File: config.mk
export PLATFORM = sky130hd
export DESIGN_NAME = pipeline_hazard_ctrl
export DESIGN_NICKNAME = d
export VERILOG_FILES = /design/src/rtl/pipeline_hazard_ctrl.sv
export SDC_FILE = /design/constraint.sdc
export NUM_CORES = 1
export LEC_CHECK = 0
export CAP_MARGIN = 5
export CORE_ASPECT_RATIO = 2
export CORE_MARGIN = 2
export CORE_UTILIZATION = 44
export CTS_BUF_LIST = sky130_fd_sc_hd__clkbuf_8
export CTS_CLUSTER_SIZE = 14
export DETAILED_ROUTE_END_ITERATION = 8
export HOLD_SLACK_MARGIN = 0.1
export PLACE_DENSITY = 0.83
export SETUP_SLACK_MARGIN = 0.5
export SLEW_MARGIN = 30
export SYNTH_ARGS = -nofsm -noshare
export SYNTH_HDL_FRONTEND = slang
export SYNTH_SLANG_ARGS = --single-unit
File: constraint.sdc
create_clock -name CLK -period 2.1 [get_ports CLK]
set_input_delay 0.42 -clock CLK [delete_from_list [all_inputs] [get_ports CLK]]
set_output_delay 0.42 -clock CLK [all_outputs]
set_load 0.05 [all_outputs]
File: src/rtl/pipeline_hazard_ctrl.sv
// Stall/flush controller for the 5-stage pipeline: resolves load-use, jr-on-load,
// data-memory wait, taken-branch squash and halt; keeps perf counters and a memory watchdog.
module pipeline_hazard_ctrl #(
   parameter int CNT_W   = 16,
   parameter int TIMEOUT = 255
) (
   input  logic             CLK,
   input  logic             RST,
   input  logic             ihit,
   input  logic             dhit,
   input  logic             dmemreq_me,
   input  logic             memToReg_ex,
   input  logic             regWr_ex,
   input  logic [4:0]       regDst_ex,
   input  logic [4:0]       rs_de,
   input  logic [4:0]       rt_de,
   input  logic             useRt_de,
   input  logic             jr_de,
   input  logic             brTaken_me,
   input  logic             halt_wb,
   output logic             pcEn,
   output logic             en_fd,
   output logic             en_de,
   output logic             en_em,
   output logic             en_mw,
   output logic             flush_fd,
   output logic             flush_de,
   output logic             flush_em,
   output logic             halted,
   output logic             mem_timeout,
   output logic [CNT_W-1:0] stall_cnt,
   output logic [CNT_W-1:0] flush_cnt
);

   localparam int WD_W = (TIMEOUT < 1) ? 1 : $clog2(TIMEOUT + 1);
   localparam logic [WD_W-1:0] WD_MAX = WD_W'(TIMEOUT);

   typedef enum logic [1:0] {
      RUN   = 2'd0,
      DWAIT = 2'd1,
      HALT  = 2'd2
   } state_t;

   state_t          state;
   state_t          state_next;
   logic [WD_W-1:0] wd;
   logic            lu_haz;
   logic            jr_haz;
   logic            halt_now;
   logic            freeze;
   logic            squash;
   logic            count_stall;

   assign lu_haz = memToReg_ex & regWr_ex & (regDst_ex != 5'd0) &
                   ((regDst_ex == rs_de) | (useRt_de & (regDst_ex == rt_de)));
   assign jr_haz = jr_de & regWr_ex & memToReg_ex & (regDst_ex == rs_de) & (regDst_ex != 5'd0);

   assign halt_now = (state == HALT) | halt_wb;
   // In DWAIT the freeze holds regardless of dmemreq_me; the pending access is still in MEM.
   assign freeze   = !halt_now & !dhit & ((state == DWAIT) | dmemreq_me);

   always_comb begin
      pcEn       = 1'b1;
      en_fd      = 1'b1;
      en_de      = 1'b1;
      en_em      = 1'b1;
      en_mw      = 1'b1;
      flush_fd   = 1'b0;
      flush_de   = 1'b0;
      flush_em   = 1'b0;
      squash     = 1'b0;
      state_next = RUN;
      if (RST) begin
         pcEn = 1'b0;
      end else if (halt_now) begin
         pcEn       = 1'b0;
         en_fd      = 1'b0;
         en_de      = 1'b0;
         en_em      = 1'b0;
         en_mw      = 1'b0;
         state_next = HALT;
      end else if (freeze) begin
         pcEn       = 1'b0;
         en_fd      = 1'b0;
         en_de      = 1'b0;
         en_em      = 1'b0;
         en_mw      = 1'b0;
         state_next = DWAIT;
      end else if (brTaken_me) begin
         flush_fd = 1'b1;
         flush_de = 1'b1;
         flush_em = 1'b1;
         squash   = 1'b1;
      end else if (lu_haz | jr_haz | !ihit) begin
         // Hold IF/ID and the PC, push one bubble into EX, let older stages drain.
         pcEn     = 1'b0;
         en_fd    = 1'b0;
         flush_de = 1'b1;
      end
   end

   assign halted      = !RST & halt_now;
   assign count_stall = !RST & !halt_now & !pcEn;

   always_ff @(posedge CLK or posedge RST) begin
      if (RST) begin
         state       <= RUN;
         wd          <= '0;
         mem_timeout <= 1'b0;
         stall_cnt   <= '0;
         flush_cnt   <= '0;
      end else begin
         state <= state_next;
         if (count_stall && (stall_cnt != '1))
            stall_cnt <= stall_cnt + CNT_W'(1);
         if (squash && (flush_cnt != '1))
            flush_cnt <= flush_cnt + CNT_W'(1);
         if (state == DWAIT) begin
            if (wd != WD_MAX)
               wd <= wd + WD_W'(1);
            if (wd + WD_W'(1) == WD_MAX)
               mem_timeout <= 1'b1;
         end else begin
            wd <= '0;
         end
      end
   end

endmodule

==> results.md <==
* Remaining antenna violation count after routing at 0
* Final period util at 1.07
* Hold-fix buffers at CTS at 0
* Max Cap Violations at 0
* Worst path setup slack after routing at -0.141 ns
* Largest fanout on the critical path at 3
* CTS tree: built
* Overflow left after global routing at 0
* Clock buffer count from CTS at 5
* Antenna violations before repair at 0
* Diodes inserted at 0
* Clk Latency, worst-skew pair at 0.30 ns
* Height of the die at 106 microns
* WP data required at 1.68 ns
* Critical path class: input pin to primary output
* Number of ports placed on the die boundary at 68
* Final Instance Area at 4000 sq um
* Leakage power at 1.71 nW
* Routed length per instance at 18.8 microns
* Slew at the pin closest to its max-slew limit at 0.562 ns
* Leading cell types in the layout, fill and taps excluded: buf_4 (30), xnor2_1 (27), clkdlybuf4s15_2 (25), dfrtp_2 (24), buf_6 (21)
* Post-detailed-routing wire length at 7.39 mm
* FMAX at 0.446 GHz
* Area fraction of the dominant cell type after synthesis at 0.468
* Final setup violation count at 3
* Family with the most delay on the worst path: simple AND/OR/NAND/NOR gates
* Number of instances in the synthesized netlist at 219
* Min-delay worst type: register to register
* Peak per-stage delay on the critical path at 0.53 ns
* Synthesized Nets at 249
* Clk sinks at 43
* Number of buffer and inverter instances along the worst setup path at 2
* Power density over the cells at 654 nW/um^2
* Number of fillers in the final layout at 298
* Worst Setup End Kind: primary output
* Die area at 5860 sq um
* Post-synthesis cell type with the largest combined area: dfrtp_1
* Async set-or-reset flop fraction in the synthesized netlist at 1.00
* Detailed Place HPWL at 4.30 mm
* Kind of launch point of the worst setup path: input pin
* Synth Register Bits at 43
* Result of the run: finished with violations
* Effective utilization at floorplan at 0.452
* Cells traversed along the worst timing path: buf_6 -> or4_4 -> o2111a_2 -> a21boi_4 -> and2_4 -> buf_12
* RSZ-0062 raised after global routing: yes
* Worst vdd ir at 0.864 mV
* Number of max-slew violations in the final report at 0
* Initial DRC count at 49
* Most used DFF post-synth: dfrtp_1
* Slowest-stage cell, CP: or4_4
* Warnings, synthesis at 0
* Setup clock skew after layout at 0.0158 ns
* Vias in the first global route at 2366
* Crit path time final at 2.24 ns
* EDFF count, synth at 0
* First-pass GRT wire length at 10.9 mm
* Total via count in the routed design at 2232
* Area of the placeable core at 5090 sq um
* Routed vias/inst at 5.68
* Clock root buffer master: clkbuf_8
* Final hold slack at 0.466 ns
* Layout Area Growth over Synthesis at 74.0%
* Pin count of the biggest net entering global routing at 44
* Maximum root-to-sink buffer count at 2
* Width of the die at 55.1 microns
* Post-synth cell types at 40
* Failing checks: setup timing
* # rows at 37
* Final-report hold violation count at 0
* Worst endpoint data arrival time at 1.82 ns
* Layout cells sized above 1 at 0.564
* Total DRC errors in the routed layout at 0
* Most common cell after layout, fill and taps aside: buf_4
* Cell types with the largest area share after synthesis: dfrtp_1 (47%), xnor2_1 (13%), nand4_1 (4.1%)
* Cell area after synthesis at 2300 sq um
* Worst rel slew slack at 0.625
* Number of detailed-route iterations in the first pass at 4
* Level count of the clock H-tree at 2
* Pre-CTS worst setup slack at -0.547 ns
* Total routing usage reported by global routing at 0.254
* Instance area after placement at 3390 sq um
* Buffers on Ports at 66
* Share of the yosys chip area belonging to registers at 0.468
* Clk slew on worst S/H paths at 0.08 ns
* Number of nets in the layout at 364
* Final cell utilization of the core at 0.786
* Placer's final routability congestion estimate at 0.786
* Synthesized area per cell at 10.5 sq um
==> layer usage <==
| metal | share of wire | track usage |
|---|---|---|
| met3 | 0.031 | 0.0379 |
| met2 | 0.59 | 0.453 |
| met1 | 0.34 | 0.259 |
| met4 | 0.047 | 0.141 |
| met5 | 0 | 0 |
==> Yosys cell counts (3+ instances only) <==
| cell type | number |
|---|---|
| dfrtp_1 | 43 |
| xnor2_1 | 34 |
| nand2_1 | 17 |
| nand3_1 | 15 |
| nand4_1 | 15 |
| nor2_1 | 11 |
| xor2_1 | 10 |
| inv_1 | 9 |
| a21oi_1 | 7 |
| and3_1 | 7 |
| nor3_1 | 6 |
| ha_1 | 4 |
| nand2b_1 | 4 |
| and4_1 | 3 |
| buf_4 | 3 |
==> power by group <==
part / leakage [nW] / switching (mW) / internal (mW) / total, mW
logic: 1.12 / 0.601 / 0.425 / 1.03
registers: 0.544 / 0.140 / 0.928 / 1.07
clock network: 0.0493 / 0.294 / 0.230 / 0.524
==> worst register-to-register path, delay by kind of cell, from the launching register on <==
family	cells	cell delay, ns
compound gates	2	0.46
xor+xnor	1	0.11
fa+ha+maj	1	0.20
buf+inv	1	0.15
flops	1	0.42
simple gates	3	0.60
==> kinds of logic (layout without fill, tap and decap cells) <==
family	count (synthesis)	count (layout)	synth area share
compound gates	22	23	0.0838
xor+xnor	44	44	0.168
fa+ha+maj	4	4	0.0218
buf+inv	14	129	0.0288
flops	43	43	0.468
mux	2	2	0.0114
simple gates	90	90	0.219
==> flip-flops by register name, indices dropped and copies added (netlist names) <==
name,flops
wd,8
flush_cnt,16
state,2
mem_timeout,1
stall_cnt,16
==> timing repair <==
item,CTS,global route
gates cloned,1,0
gates resized for setup,188,44
pin swaps,41,24
buffers inserted,16,10
setup endpoints to repair,75,53
endpoints found under the hold margin,0,0
==> final timing paths <==
path	from	to	slack [ns]	depth (start not counted)
worst max-delay path	regDst_ex[2]	pcEn	-0.14	6
worst min-delay path	mem_timeout	mem_timeout	0.47	2
worst max register to register	stall_cnt[1]	stall_cnt[12]	0.09	8
worst min register to register	mem_timeout	mem_timeout	0.47	2
max in group asynchronous	RST	stall_cnt[14]	1.03	4
min in group asynchronous	RST	stall_cnt[11]	0.65	4
==> through the flow <==
stage / TNS, ns / total power [mW] / cells
2_1_floorplan: -0.112 / 1.61 / 219
3_3_place_gp: -9.02 / 1.94 / 358
3_5_place_dp: -9.49 / 1.96 / 358
4_1_cts: -0.320 / 2.53 / 383
5_1_grt: -0.514 / 2.72 / 393
6_report: -0.382 / 2.62 / 393
==> final cells by class <==
class                      instances  area, sq um  area share
sequential                        43         1110       0.276
clock inverter                     3         17.5     0.00438
multi-input combinational        163         1600       0.400
clock buffer                       5         68.8      0.0172
tap                               58         72.6      0.0181
inverter                           9         41.3      0.0103
timing repair buffer             112         1090       0.274
No activity file was read; power rests on OpenSTA's default activity.
==> RTL change 1 (same flow settings) <==
`TIMEOUT`: 255 -> 510.
--- a/src/rtl/pipeline_hazard_ctrl.sv
+++ b/src/rtl/pipeline_hazard_ctrl.sv
@@ -3,5 +3,5 @@
 module pipeline_hazard_ctrl #(
    parameter int CNT_W   = 16,
-   parameter int TIMEOUT = 255
+   parameter int TIMEOUT = 510
 ) (
    input  logic             CLK,
Behaviour: same outputs for any inputs over 10 cycles, from zero or initial values and one cycle with RST high; that may be too few to reach the edited logic, so the function may still have changed.
==> RTL change 1 against the original RTL <==
The run still ends with negative setup slack left. Synthesized area increased by 3.3%. Routed wire length decreased by 0.88%. Final area increased by 0.47%. Critical path depth increased by 1. Sequential cell count increased by 1. Worst setup slack improved by 0.054 ns. Clock skew decreased by 0.0095 ns. Global-route usage decreased by 0.79 points. Worst hold slack about the same. Power increased by 6.0%.
==> RTL change 1: results (changes against the original RTL) <==
stage,metric,value,unit,change
place,hpwl,4.63,mm,+7.8%
worst_setup_path,r2r-start,state[0],,
place,gp_congestion,0.811,,+3.2%
synth,synth_warnings,0,,unchanged
routing,num_vias,2272,,+1.8%
timing,worst_slack,-0.0874,ns,+0.0535 ns
timing,setup-violations-final,2,,-1
power,leakagePower,1.72,nW,+0.43%
worst_setup_path,r2r_slack,0.13,ns,+0.04 ns
synth,synth.distinct_cells,38,,-5.0%
routing,wl_per_cell,18.4,µm,-1.9%
timing,tns,-0.132,ns,+0.250 ns
power,intPower,0.00173,W,+9.2%
layout,fill_cells,316,,+6.0%
synth,seq_area_frac_synth,46.3,%,-0.45 points
timing,tightest_slew,0.559,ns,-0.00333 ns
grt,grt_pass1_wl,11.5,mm,+5.8%
synth,synthArstFlopShare,100,%,unchanged
place,placed_cell_area,0.00341,mm²,+0.37%
min_path,min_delay_path_depth,1,,-1
synth,synthTopCellsByArea,"dfrtp_1, xnor2_1, nand4_1",,
layout,final_nets,369,,+1.4%
synth,synth_commonest_cells,"dfrtp_1, xnor2_1, nand3_1",,
grt,antenna_found_initial,0,,unchanged
layout,n_antenna_cell,0,,unchanged
outcome,status,"complete, but fails checks",,
worst_setup_path,worstPathArrival,1.77,ns,-0.05 ns
timing,skew,0.00630,ns,-0.00946 ns
layout,layout-drive-gt1-share,50.1,%,-6.3 points
grt,grt_pass1_vias,2454,,+3.7%
place,portBuffers,66,,unchanged
synth,synth.net_count,265,,+6.4%
grt,grt_usage,24.6,%,-0.79 points
outcome,failed_checks,negative setup slack,,
min_path,min_to,mem_timeout,,
power,irDropWorstVdd,0.649,mV,-25%
min_path,hold_path_class,flop to flop,,
routing,drtIter0Drc,59,,+20%
grt,grt_max_degree,45,,+2.3%
worst_setup_path,critPathMaxFanout,3,,unchanged
clock_tree,cts.htree.levels,2,,unchanged
layout,top_regs,"flush_cnt x16, stall_cnt x16, wd x9",,
layout,seq_area,0.00113,mm²,+1.8%
worst_setup_path,worstRegToRegCells,8,,unchanged
## RTL change 1: cell count changes after synthesis, sizes merged, moves of 3 or more
cell / before / now
a21oi: 7 / 2
nand2: 17 / 14
and3: 7 / 11
nand3: 15 / 20
o21ai: 1 / 9
nor3: 8 / 2
nor2b: 1 / 5
clkbuf: 0 / 3
## RTL change 1: cells by family (layout without fill, tap and decap cells)
kind of cell	count (synthesis)	after routing	share of synthesized area (%)
muxes	2	2	0.948
xor gates and xnor gates	46	46	17.0
buffers and inverters	17	122	4.00
and+or+nand+nor	96	96	22.2
DFF	44	44	46.3
adders and majority gates	5	5	2.63
AOI/OAI and AO/OA	24	24	6.90
## RTL change 1: what timing repair did
| action | in CTS | in global routing |
|---|---|---|
| gates cloned | 1 | 0 |
| endpoints found under the setup margin | 78 | 53 |
| resized for setup | 182 | 37 |
| pin swaps | 48 | 23 |
| setup buffers | 16 | 6 |
## RTL change 1: stage by stage
step | std cells | hold WS [ns] | worst slack (ns)
after detailed placement | 366 | 0.449 | -0.525
after global routing | 397 | 0.517 | -0.148
after CTS | 391 | 0.470 | -0.127
final | 397 | 0.466 | -0.0874
after global placement | 366 | 0.442 | -0.497
after floorplan | 234 | 0.454 | -0.150
## RTL change 1: worst max-delay path by stage
stage | start | to | slack, ns | depth (start not counted)
after detailed placement | regDst_ex[0] | pcEn | -0.53 | 7
after CTS | regDst_ex[3] | pcEn | -0.13 | 7
after floorplan | regDst_ex[0] | pcEn | -0.15 | 7
final | regDst_ex[3] | pcEn | -0.09 | 7
after global placement | regDst_ex[0] | pcEn | -0.50 | 7
after global routing | regDst_ex[1] | stall_cnt[12] | -0.15 | 12
## RTL change 1: final cells by class
type	instances	share of cell area [%]
clock inverters	2	0.965
inverters	7	0.840
repair buffers	107	27.1
well taps	58	1.81
flip-flops and latches	44	28.0
clock buffers	6	2.05
multi-input cells	173	39.2
## RTL change 1: routing by layer
layer,share of wire [%],up-vias,global-route usage (%)
met5,0,-,0
met4,4.5,0,14.5
met3,4.0,29,4.69
met2,58,84,45.7
met1,33,1133,24.6
li1,-,1026,-
## RTL change 1: power groups by stage
stage	clock (W)	combinational (W)	sequential [W]
3_3_place_gp	0	0.000894	0.00109
6_report	0.000702	0.000985	0.00109
4_1_cts	0.000710	0.000948	0.00108
5_1_grt	0.000750	0.00104	0.00111
2_1_floorplan	0	0.000276	0.00137
3_5_place_dp	0	0.000910	0.00110
## RTL change 1: critical path, delay by kind of cell
| kind | cells | cell delay, ns |
|---|---|---|
| simple gates | 3 | 0.68 |
| buf+inv | 2 | 0.23 |
| compound gates | 2 | 0.43 |
==> RTL change 2 (same flow settings) <==
Made on the original files. Encoding of `state_t`: now one-hot (3 bits for 3 states).
--- a/src/rtl/pipeline_hazard_ctrl.sv
+++ b/src/rtl/pipeline_hazard_ctrl.sv
@@ -36,8 +36,8 @@
    localparam logic [WD_W-1:0] WD_MAX = WD_W'(TIMEOUT);
 
-   typedef enum logic [1:0] {
-      RUN   = 2'd0,
-      DWAIT = 2'd1,
-      HALT  = 2'd2
+   typedef enum logic [2:0] {
+      RUN   = 3'b001,
+      DWAIT = 3'b010,
+      HALT  = 3'b100
    } state_t;
 
Check against the original RTL: same outputs for any inputs over 10 cycles, from zero or initial values and one cycle with RST high; not proved beyond that.
==> RTL change 2 against the original RTL <==
The flow still finishes with violations (negative setup slack). Final area fell by 3.7%. Global-route usage fell by 0.78 points. Count of clock-buffer cells in the layout rose by 1. Routed wire length fell by 2.2%. Sequential share of layout area rose by 1.4 points. Synthesized area rose by 2.9%. Power rose by 7.6%. Fmax fell by 2.2%. Worst setup slack got worse by 0.051 ns. Via count fell by 0.85%. Die area rose by 2.8%. Sequential cell count rose by 1. Largest cell class unchanged. Highest routed layer unchanged.
==> RTL change 2: results (changes against the original RTL) <==
stage,metric,value,unit,change
place,hpwl,4.50,mm,+4.6%
grt,globalRouteMet2Util,48.1,%,+2.8 points
power,irDropWorstVdd,0.757,mV,-12%
outcome,status,"complete, but fails checks",,
place,gp_congestion,0.782,,-0.45%
routing,drtIter0Drc,44,,-10%
grt,grt_pass1_wl,11.6,mm,+5.9%
routing,num_vias,2213,,-0.85%
worst_setup_path,worstRegToRegCells,10,,+2
routing,wl_met2,4.26,mm,-1.7%
routing,wl_met1,2.46,mm,-0.97%
synth,synth.net_count,253,,+1.6%
worst_setup_path,r2r_slack,-0.15,ns,-0.24 ns
timing,skew,0.00769,ns,-0.00807 ns
worst_setup_path,slowest_delay,0.57,ns,+0.04 ns
synth,seq_area_frac_synth,46.6,%,-0.23 points
place,dp_slack,-0.596,ns,-0.0485 ns
grt,grt_max_degree,45,,+2.3%
min_path,hp-start,mem_timeout,,
grt,grt_util_met3,4.69,%,+0.90 points
worst_setup_path,regToRegEndpoint,stall_cnt[6],,
power,p_clk,0.000702,W,+34%
outcome,failed_checks,negative setup slack,,
timing,worst_slack,-0.192,ns,-0.0511 ns
worst_setup_path,worstPathArrival,1.87,ns,+0.05 ns
grt,grt_pass1_vias,2416,,+2.1%
grt,antenna_found_initial,0,,unchanged
power,leakagePower,1.64,nW,-4.3%
worst_setup_path,startpoint,state[0],,
routing,wl_met3,278,µm,+22%
synth,synth_commonest_cells,"dfrtp_1, xnor2_1, nand2_1",,
synth,synth.distinct_cells,44,,+10%
timing,holdWs,0.479,ns,+0.0125 ns
power,swShare,38.3,%,-1.2 points
grt,use_met1,23.9,%,-2.1 points
timing,setup-violations-final,27,,+24
worst_setup_path,critPathMaxFanout,4,,+1
timing,tns,-2.48,ns,-2.10 ns
power,pwr-share-seq,38.7,%,-2.1 points
RTL change 2: tightest hold or removal path, delay by kind of cell (launching register included):
| kind | cells | cell delay (ns) |
|---|---|---|
| flip-flops | 1 | 0.35 |
| buffers and inverters | 1 | 0.05 |
| AO/OA/AOI/OAI | 1 | 0.05 |
RTL change 2: area by class of cell:
cell class | instances | area [µm²]
Multi-Input combinational cell | 167 | 1470
Fill cell | 330 | 1330
Sequential cell | 44 | 1120
Timing Repair Buffer | 105 | 1040
Clock buffer | 6 | 82.6
Tap cell | 58 | 72.6
Clock inverter | 2 | 38.8
Inverter | 6 | 26.3
RTL change 2: worst max-delay path by stage:
stage	end	slack [ns]	cells past startpoint
after floorplan	flush_de	-0.24	3
after global placement	pcEn	-0.54	7
after detailed placement	pcEn	-0.60	7
after CTS	pcEn	-0.15	7
after global routing	pcEn	-0.28	6
final	pcEn	-0.19	6
RTL change 2: timing repair:
item | 4_1_cts | 5_1_grt
setup buffers | 11 | 4
pin swaps | 52 | 15
endpoints found under the hold margin | 0 | 0
setup endpoints to repair | 73 | 53
resized for setup | 170 | 19
RTL change 2: cells by family after synthesis:
| group | synth area share, % |
|---|---|
| and+or+nand+nor | 24.5 |
| buffers and inverters | 2.54 |
| muxes | 1.37 |
| DFF | 46.6 |
| AOI/OAI and AO/OA | 6.66 |
| xor gates and xnor gates | 16.3 |
| adders and majority gates | 2.11 |
RTL change 2: through the flow:
| stage | power, W | util [%] | std cells |
|---|---|---|---|
| floorplan | 0.00167 | - | 223 |
| global placement | 0.00207 | 66.4 | 365 |
| detailed placement | 0.00209 | 66.4 | 365 |
| CTS | 0.00281 | 73.7 | 384 |
| global route | 0.00292 | 74.3 | 388 |
| finish | 0.00282 | 74.3 | 388 |
